===== src/rtl/bram_portb_arbiter_pkg.sv =====
// Shared definitions for the BRAM port-B arbiter: FSM state encoding,
// requester identifiers and default widths matching the BRAM instance.
package bram_portb_arbiter_pkg;

   // Arbiter state; the encoding is also exported on the owner debug port
   typedef enum logic [1:0] {
      IDLE = 2'd0,
      OWN0 = 2'd1,
      OWN1 = 2'd2
   } state_e;

   // Requester identifiers, also used as the read-return tag
   localparam logic REQ_VGA  = 1'b0;
   localparam logic REQ_LOAD = 1'b1;

   // Defaults matching the BRAM port-B geometry
   localparam int DEF_ADDR_W    = 16;
   localparam int DEF_DATA_W    = 16;
   localparam int DEF_BURST_LEN = 8;

   // Beat counter width; covers the full legal BURST_LEN range (1..255)
   localparam int BEAT_CNT_W = 8;

   // Ownership state that belongs to a given requester
   function automatic state_e own_state(input logic req);
      return req ? OWN1 : OWN0;
   endfunction

endpackage


===== src/rtl/bram_portb_arbiter_rd_return_tracker.sv =====
// Read-return tracker: remembers which requester issued each accepted
// read and steers the BRAM read data back to it LATENCY cycles later.
// The tag travels in a register chain, so ownership changes after the
// request was accepted never disturb the return.
module rd_return_tracker
   import bram_portb_arbiter_pkg::*;
#(
   parameter int DATA_W  = DEF_DATA_W,
   parameter int LATENCY = 1
) (
   input  logic              clk,
   input  logic              rst,
   input  logic              rd_accept,
   input  logic              rd_tag,
   input  logic [DATA_W-1:0] q_b,
   output logic              r0_rvalid,
   output logic [DATA_W-1:0] r0_rdata,
   output logic              r1_rvalid,
   output logic [DATA_W-1:0] r1_rdata
);

   logic [LATENCY-1:0] rd_pend_q, rd_pend_d;
   logic [LATENCY-1:0] rd_tag_q, rd_tag_d;

   // Shift the pending flag and its tag one step per cycle
   always_comb begin
      rd_pend_d    = rd_pend_q << 1;
      rd_tag_d     = rd_tag_q << 1;
      rd_pend_d[0] = rd_accept;
      rd_tag_d[0]  = rd_tag;
   end

   // Pending-read registers; reset drops any read still in flight
   always_ff @(posedge clk or negedge rst) begin
      if (!rst) begin
         rd_pend_q <= '0;
         rd_tag_q  <= '0;
      end else begin
         rd_pend_q <= rd_pend_d;
         rd_tag_q  <= rd_tag_d;
      end
   end

   // Demux the return: rvalid goes to the tagged requester, data is q_b as-is
   always_comb begin
      r0_rvalid = rd_pend_q[LATENCY-1] && (rd_tag_q[LATENCY-1] == REQ_VGA);
      r1_rvalid = rd_pend_q[LATENCY-1] && (rd_tag_q[LATENCY-1] == REQ_LOAD);
      r0_rdata  = q_b;
      r1_rdata  = q_b;
   end

endmodule


===== src/rtl/bram_portb_arbiter.sv =====
// BRAM port-B arbiter between the VGA scan-out reader (requester 0,
// read-only) and the program/debug loader (requester 1, read/write).
// Round-robin with bounded bursts: an owner keeps the port while it has
// valid requests, but yields after BURST_LEN accepted beats if the other
// requester is waiting. Read data is returned to the issuing requester.
// Optional build macro VGA_PRIORITY_EN gives requester 0 strict priority.
module bram_portb_arbiter
   import bram_portb_arbiter_pkg::*;
#(
   parameter int ADDR_W    = DEF_ADDR_W,
   parameter int DATA_W    = DEF_DATA_W,
   parameter int BURST_LEN = DEF_BURST_LEN
) (
   input  logic              clk,
   input  logic              rst,
   input  logic              r0_valid,
   output logic              r0_ready,
   input  logic [ADDR_W-1:0] r0_addr,
   output logic              r0_rvalid,
   output logic [DATA_W-1:0] r0_rdata,
   input  logic              r1_valid,
   output logic              r1_ready,
   input  logic              r1_we,
   input  logic [ADDR_W-1:0] r1_addr,
   input  logic [DATA_W-1:0] r1_wdata,
   output logic              r1_rvalid,
   output logic [DATA_W-1:0] r1_rdata,
   output logic [ADDR_W-1:0] addr_b,
   output logic [DATA_W-1:0] data_b,
   output logic              we_b,
   input  logic [DATA_W-1:0] q_b,
   output logic [1:0]        owner
);

   // Last beat index of a burst; the counter saturates here
   localparam logic [BEAT_CNT_W-1:0] BEAT_MAX = BEAT_CNT_W'(BURST_LEN - 1);

   state_e                  state_q, state_d;
   logic                    last_served_q, last_served_d;
   logic [BEAT_CNT_W-1:0]   beat_cnt_q, beat_cnt_d;
   logic [ADDR_W-1:0]       addr_hold_q, addr_hold_d;

   logic                    own_id;
   logic                    own_valid;
   logic                    oth_valid;
   logic                    exit_own;
   logic                    rd_accept;
   logic                    rd_tag;

   // Handshake and BRAM drive, straight from the owning requester's fields
   always_comb begin
      r0_ready = (state_q == OWN0);
      r1_ready = (state_q == OWN1);
      addr_b   = addr_hold_q;
      data_b   = '0;
      we_b     = 1'b0;
      case (state_q)
         OWN0: begin
            addr_b = r0_addr;
         end
         OWN1: begin
            addr_b = r1_addr;
            data_b = r1_wdata;
            we_b   = r1_we && r1_valid;
         end
         default: begin
         end
      endcase
      // In IDLE addr_b is the held value itself, so the hold is stable
      addr_hold_d = addr_b;
      rd_accept   = (r0_ready && r0_valid) || (r1_ready && r1_valid && !r1_we);
      rd_tag      = r1_ready ? REQ_LOAD : REQ_VGA;
      owner       = state_q;
   end

   // Ownership decisions: grant from IDLE, hold, yield or release
   always_comb begin
      state_d       = state_q;
      last_served_d = last_served_q;
      beat_cnt_d    = beat_cnt_q;
      exit_own      = 1'b0;
      own_id        = (state_q == OWN1);
      own_valid     = own_id ? r1_valid : r0_valid;
      oth_valid     = own_id ? r0_valid : r1_valid;

      case (state_q)
         IDLE: begin
            if (r0_valid && r1_valid) begin
`ifdef VGA_PRIORITY_EN
               state_d = OWN0;
`else
               state_d = own_state(~last_served_q);
`endif
            end else if (r0_valid) begin
               state_d = OWN0;
            end else if (r1_valid) begin
               state_d = OWN1;
            end
         end
         OWN0, OWN1: begin
            if (!own_valid) begin
               // Owner went quiet: hand over or fall back to IDLE
               exit_own = 1'b1;
               state_d  = oth_valid ? own_state(~own_id) : IDLE;
            end else begin
`ifdef VGA_PRIORITY_EN
               // VGA preempts the loader after its current beat
               if (own_id == REQ_LOAD && r0_valid) begin
                  exit_own = 1'b1;
                  state_d  = OWN0;
               end else if (beat_cnt_q != BEAT_MAX) begin
                  beat_cnt_d = beat_cnt_q + 1'b1;
               end
`else
               // Last beat of the burst with the other side waiting: hand over
               if (beat_cnt_q == BEAT_MAX && oth_valid) begin
                  exit_own = 1'b1;
                  state_d  = own_state(~own_id);
               end else if (beat_cnt_q != BEAT_MAX) begin
                  beat_cnt_d = beat_cnt_q + 1'b1;
               end
`endif
            end
            if (exit_own) begin
               last_served_d = own_id;
               beat_cnt_d    = '0;
            end
         end
         default: begin
            state_d = IDLE;
         end
      endcase
   end

   // Arbiter state registers; reset favours requester 0 on the first tie
   always_ff @(posedge clk or negedge rst) begin
      if (!rst) begin
         state_q       <= IDLE;
         last_served_q <= REQ_LOAD;
         beat_cnt_q    <= '0;
         addr_hold_q   <= '0;
      end else begin
         state_q       <= state_d;
         last_served_q <= last_served_d;
         beat_cnt_q    <= beat_cnt_d;
         addr_hold_q   <= addr_hold_d;
      end
   end

   rd_return_tracker #(
      .DATA_W  (DATA_W),
      .LATENCY (1)
   ) u_rd_return (
      .clk       (clk),
      .rst       (rst),
      .rd_accept (rd_accept),
      .rd_tag    (rd_tag),
      .q_b       (q_b),
      .r0_rvalid (r0_rvalid),
      .r0_rdata  (r0_rdata),
      .r1_rvalid (r1_rvalid),
      .r1_rdata  (r1_rdata)
   );

endmodule


===== config.mk =====
export PLATFORM = sky130hd
export DESIGN_NAME = bram_portb_arbiter
export DESIGN_NICKNAME = d
export VERILOG_FILES = /design/src/rtl/bram_portb_arbiter_pkg.sv /design/src/rtl/bram_portb_arbiter_rd_return_tracker.sv /design/src/rtl/bram_portb_arbiter.sv
export SDC_FILE = /design/constraint.sdc
export NUM_CORES = 1
export LEC_CHECK = 0
export CAP_MARGIN = 25
export CORE_UTILIZATION = 38
export DETAILED_ROUTE_END_ITERATION = 7
export GPL_TIMING_DRIVEN = 0
export HOLD_SLACK_MARGIN = 0.05
export MAX_ROUTING_LAYER = met4
export PLACE_DENSITY = 0.91
export REMOVE_ABC_BUFFERS = 1
export SYNTH_ARGS = -nofsm -noshare
export SYNTH_HDL_FRONTEND = slang
export SYNTH_HIERARCHICAL = 1
export SYNTH_SLANG_ARGS = --single-unit

===== constraint.sdc =====
create_clock -name clk -period 4.6 [get_ports clk]
set_input_delay 0.69 -clock clk [delete_from_list [all_inputs] [get_ports clk]]
set_output_delay 0.69 -clock clk [all_outputs]
set_load 0.02 [all_outputs]

Word-level counts from Yosys, hierarchy flattened
Index checks and enable logic that the tools add are counted.
{"block": "word_totals", "register_bits": 29, "in_bits": 69}
{"block": "op_classes", "add_sub_neg": 1, "eq_ne": 7, "muxes": 22, "bitwise": 1, "reduce_logical": 17}
{"op": "8-bit two-way mux", "count": 4}
{"op": "16-bit one-hot mux with 2 select lines", "count": 1}
{"op": "16-bit two-way mux", "count": 1}
{"op": "2-bit two-way mux", "count": 8}
{"op": "8-bit by 1-bit adder with 8-bit output (second input constant)", "count": 1}
{"op": "8-bit by 3-bit == test with 1-bit output (second input constant)", "count": 1}
{"op": "1-bit logical AND", "count": 8}
{"op": "8-bit by 3-bit inequality test with 1-bit output (second input constant)", "count": 1}
{"op": "1-bit two-way mux", "count": 7}
{"op": "4-bit inequality test (second input constant)", "count": 1}
{"op": "2-bit one-hot mux with 2 select lines", "count": 1}
{"op": "2-bit AND reduction", "count": 2}
{"op": "4-bit AND reduction", "count": 1}
{"op": "2-bit nonzero test", "count": 2}
{"op": "3-bit inequality test (second input constant)", "count": 1}
{"op": "2-bit by 1-bit == test with 1-bit output (second input constant)", "count": 1}
{"op": "2-bit == test (second input constant)", "count": 1}
{"op": "2-bit logical NOT", "count": 1}
{"op": "2-bit by 1-bit inequality test with 1-bit output (second input constant)", "count": 1}
{"op": "2-bit OR reduction", "count": 1}
{"op": "1-bit logical NOT", "count": 1}
{"op": "1-bit logical OR", "count": 1}
{"op": "1-bit NOT", "count": 1}

Longest topological paths before layout
{"block": "depth", "depth_word": 8, "mapped_depth": 7, "ltp_nobuf": 6}

Modules after synthesis
The synthesis kept the hierarchy.
{"mod": "bram_portb_arbiter", "instances": 1, "cells_each": 180, "area_per_inst_um2": 1659.1, "seq_area_each_um2": 676.9}
{"mod": "rd_return_tracker", "instances": 1, "cells_each": 36, "area_per_inst_um2": 306.5, "seq_area_each_um2": 50.0}

Worst setup path after synthesis
No wires, ideal clock.
{"block": "synth_path", "kind": "register -> output", "start": "register state_q[0] (netlist: owner[0])", "end": "output port addr_b[0]", "arrival_time_ns": 2.101, "t_required_ns": 3.910, "slack_ns": 1.809, "stages_incl_launch_ff": 7, "path_buffers": 2, "path_cell_list": "dfrtp_1 inv_1 ha_1 clkbuf_1 clkbuf_1 a22oi_1 a21oi_1"}
{"block": "synth_via", "elab_chain_cells": 2}
{"element": "from (decl)", "line_no": "bram_portb_arbiter.sv:38", "text": "state_e state_q, state_d;"}
{"element": "from (signal assigned)", "line_no": "bram_portb_arbiter.sv:143", "text": "state_q <= state_d;"}
{"element": "2-bit == test"}
{"element": "net r1_ready", "line_no": "bram_portb_arbiter.sv:22", "text": "output logic r1_ready,"}
{"element": "16-bit one-hot mux with 2 select lines", "line_no": "bram_portb_arbiter.sv:57", "text": "case (state_q)"}
{"element": "to (decl)", "line_no": "bram_portb_arbiter.sv:28", "text": "output logic [ADDR_W-1:0] addr_b,"}
The timed path passes the listed nets, and every way through them passes these cells.

Final worst setup path
{"block": "layout_path", "start": "register state_q[0] (netlist: owner[0])", "end": "output port addr_b[10]"}
{"block": "layout_via", "elab_chain_cells": 2}
{"element": "2-bit == test or 2-bit by 1-bit == test with 1-bit output (tied branches)", "line_no": "bram_portb_arbiter.sv:57"}
{"element": "16-bit one-hot mux with 2 select lines (*)", "line_no": "bram_portb_arbiter.sv:57"}
Mark *: on every way between the ends. The rest lies on a longest branch, timed or not.

==> metrics.md <==
| Metric | Value |
|---|---|
| Status | finished, final reports clean |
| HPWL after DPL | 4.14 mm |
| Die Wd | 73.9 µm |
| Total I/O pin count | 140 |
| Drt drc | 0 |
| Period utilization | 73.3% |
| Initial antenna violation count | 0 |
| Layout cells sized above 1 | 9.19% |
| WP data required | 3.91 ns |
| Total CTS buffers | 5 |
| Post-Syn Area per Cell | 9.10 µm² |
| Internal reg-to-reg setup slack | 2.32 ns |
| Grt total ovfl | 0 |
| GP Congestion | 0.915 |
| CP Max Fanout | 30 |
| Unrepaired setup endpoints after global routing | false |
| Endpoints failing hold | 0 |
| Largest cells by area after synthesis | dfrtp_1 36%, buf_4 12%, a22oi_1 6.1% |
| Net Sw Power | 912 µW |
| 1st-iter DRT viols | 55 |
| Setup violators final | 0 |
| Slew headroom | 49.2% |
| Net Sw Frac | 43.2% |
| Via count | 1757 |
| Pwr Density | 743 nW/µm² |
| Max-cap violations | 0 |
| Layout area overhead | 44.6% |
| Sink Count | 29 |
| Drt first pass iters | 4 |
| Design Area, Final | 2840 µm² |
| Largest net degree at the start of global routing | 32 |
| Crit path launch type | flop |
| Die ar. | 5460 µm² |
| Worst Hold Class | flop to flop |
| Least-Margin Pin Slew | 0.762 ns |
| I/O Buffers | 91 |
| Number of setup buffers added after CTS | 0 |
| Pleak | 1.17 nW |
| Die Span Y | 73.9 µm |
| Post-synth ARST share | 100% |
| Sequential share of power | 19.7% |
| Core area | 4850 µm² |
| Max Root-Sink Buffers | 2 |
| Yosys top cell by area | dfrtp_1 |
| Placed Area | 2740 µm² |
| CP Class | flop to primary output |
| Ys Warns | 6 |
| Clock transition at path regs | 0.06 ns |
| Clock root buffer | clkbuf_8 |
| TritonCTS clock tree | yes |
| WP data arrival | 2.68 ns |
| First-pass GRT wire length | 7.40 mm |
| WL/cell | 15.5 µm |
| Sequential cell area fraction in the yosys report | 37.0% |
| Gate power share | 69.6% |
| EDFF count, synth | 0 |
| Int Power | 1.20 mW |
| H-tree Lvls | 2 |
| Min cycle time layout | 3.37 ns |
| Synthesized cell area | 1970 µm² |
| Core Rows | 25 |
| Initial core utilization | 40.5% |
| Routed wire length | 5.26 mm |
| Most common cell after layout, fill and taps aside | clkdlybuf4s50_1 |
| Post-synth top area share | 35.6% |
| Vias in the first global route | 1585 |
| Ys flop type | dfrtp_1 |
| Final Max Slew Viols | 0 |
| Register bit count reported by yosys | 29 |
| Most frequent cells in the layout | 91 x clkdlybuf4s50_1, 28 x dfrtp_1, 21 x nor2_1 |
| Nets@finish | 345 |
| ANT nets after route | 0 |
| Overall routing resource usage | 18.7% |
| Worst Clk Skew | 0.00789 ns |
| CP endpoint kind | primary output |
| Cts repair resizes | 0 |
| Final setup TNS | 0 ns |
| Vias/cell | 5.18 |
| Maximum vdd drop | 0.388 mV |
| N_diodes | 0 |
| Worst skew pair latency | 0.27 ns |
| Hold-fix buffers, CTS | 0 |
| Cells after Synth | 216 |
| Synth unique cells | 45 |
| Fmax | 0.297 GHz |
| Clock power frac | 10.7% |
| Post-layout util | 58.6% |
path summary, 6_finish.rpt:
kind / from / endpoint / cells after the start
max in group asynchronous: rst / addr_hold_q[1] / 2
max: owner[0] / addr_b[10] / 6
min: beat_cnt_q[1] / beat_cnt_q[1] / 1
max reg2reg: owner[0] / owner[1] / 6
min in group asynchronous: rst / owner[1] / 1
min reg2reg: beat_cnt_q[1] / beat_cnt_q[1] / 1
cell type report:
class / instances / area [µm²]
Timing Repair Buffer: 94 / 993
Sequential cell: 29 / 727
Clock inverter: 1 / 5.00
Tap cell: 67 / 83.8
Fill cell: 414 / 2010
Clock buffer: 7 / 96.3
Inverter: 4 / 15.0
Multi-Input combinational cell: 137 / 922
metal layers:
layer  track usage [%]  routed length, µm
met5                 -                  0
met4              3.21                 14
met3              10.0                631
met2              29.4               2530
met1              21.2               2090
through the flow:
| step | hold WS [ns] | setup WS, ns | total power [mW] | cells |
|---|---|---|---|---|
| 3_5_place_dp | 0.510 | 1.54 | 1.89 | 331 |
| 4_1_cts | 0.531 | 1.23 | 2.13 | 339 |
| 2_1_floorplan | 0.394 | 1.83 | 1.22 | 170 |
| 3_3_place_gp | 0.506 | 1.22 | 1.79 | 328 |
| 5_1_grt | 0.552 | 1.08 | 2.25 | 339 |
| 6_report | 0.528 | 1.23 | 2.11 | 339 |
synthesized netlist by cell type (all sizes together) (2+ instances only):
cell type and number:
mux2 2, nor3 2, buf 36, and3 5, nor2 21, a21oi 17, and2 17, nand2 8
a22o 3, ha 5, nand2b 3, a22oi 16, dfrtp 28, a21o 2, o21ai 4, o2bb2ai 3
nand3b 4, o41ai 2, a21bo 2, nand3 2, o22ai 3, inv 4, clkbuf 10, o31ai 3
state kept, by name, summed over array words and instances (netlist names):
| signal | count |
|---|---|
| addr_hold_q | 16 |
| owner | 2 |
| u_rd_return/rd_pend_q | 1 |
| last_served_q | 1 |
| u_rd_return/rd_tag_q | 1 |
| beat_cnt_q | 8 |
cells by family (layout without fill, tap and decap cells):
| logic type | Yosys count | count (layout) | share of synthesized area [%] |
|---|---|---|---|
| adders and majority gates | 5 | 5 | 3.18 |
| buffers and inverters | 50 | 106 | 16.1 |
| muxes | 3 | 3 | 1.85 |
| and+or+nand+nor | 70 | 70 | 19.4 |
| DFF | 29 | 29 | 37.0 |
| AOI/OAI and AO/OA | 59 | 59 | 22.5 |
critical path: stages, from the launching register on:
cell	delay [ns]
dfrtp_1	0.42
inv_1	0.11
ha_1	0.63
buf_16	0.23
a22oi_1	0.10
a21oi_1	0.25
clkdlybuf4s50_1	0.66
power groups by stage:
stage | sequential (mW) | combinational (mW) | clock [mW]
2_1_floorplan | 0.421 | 0.803 | 0
3_3_place_gp | 0.417 | 1.37 | 0
3_5_place_dp | 0.420 | 1.47 | 0
4_1_cts | 0.416 | 1.48 | 0.233
5_1_grt | 0.428 | 1.58 | 0.243
6_report | 0.416 | 1.47 | 0.226
(Power assumes the default switching activity.)
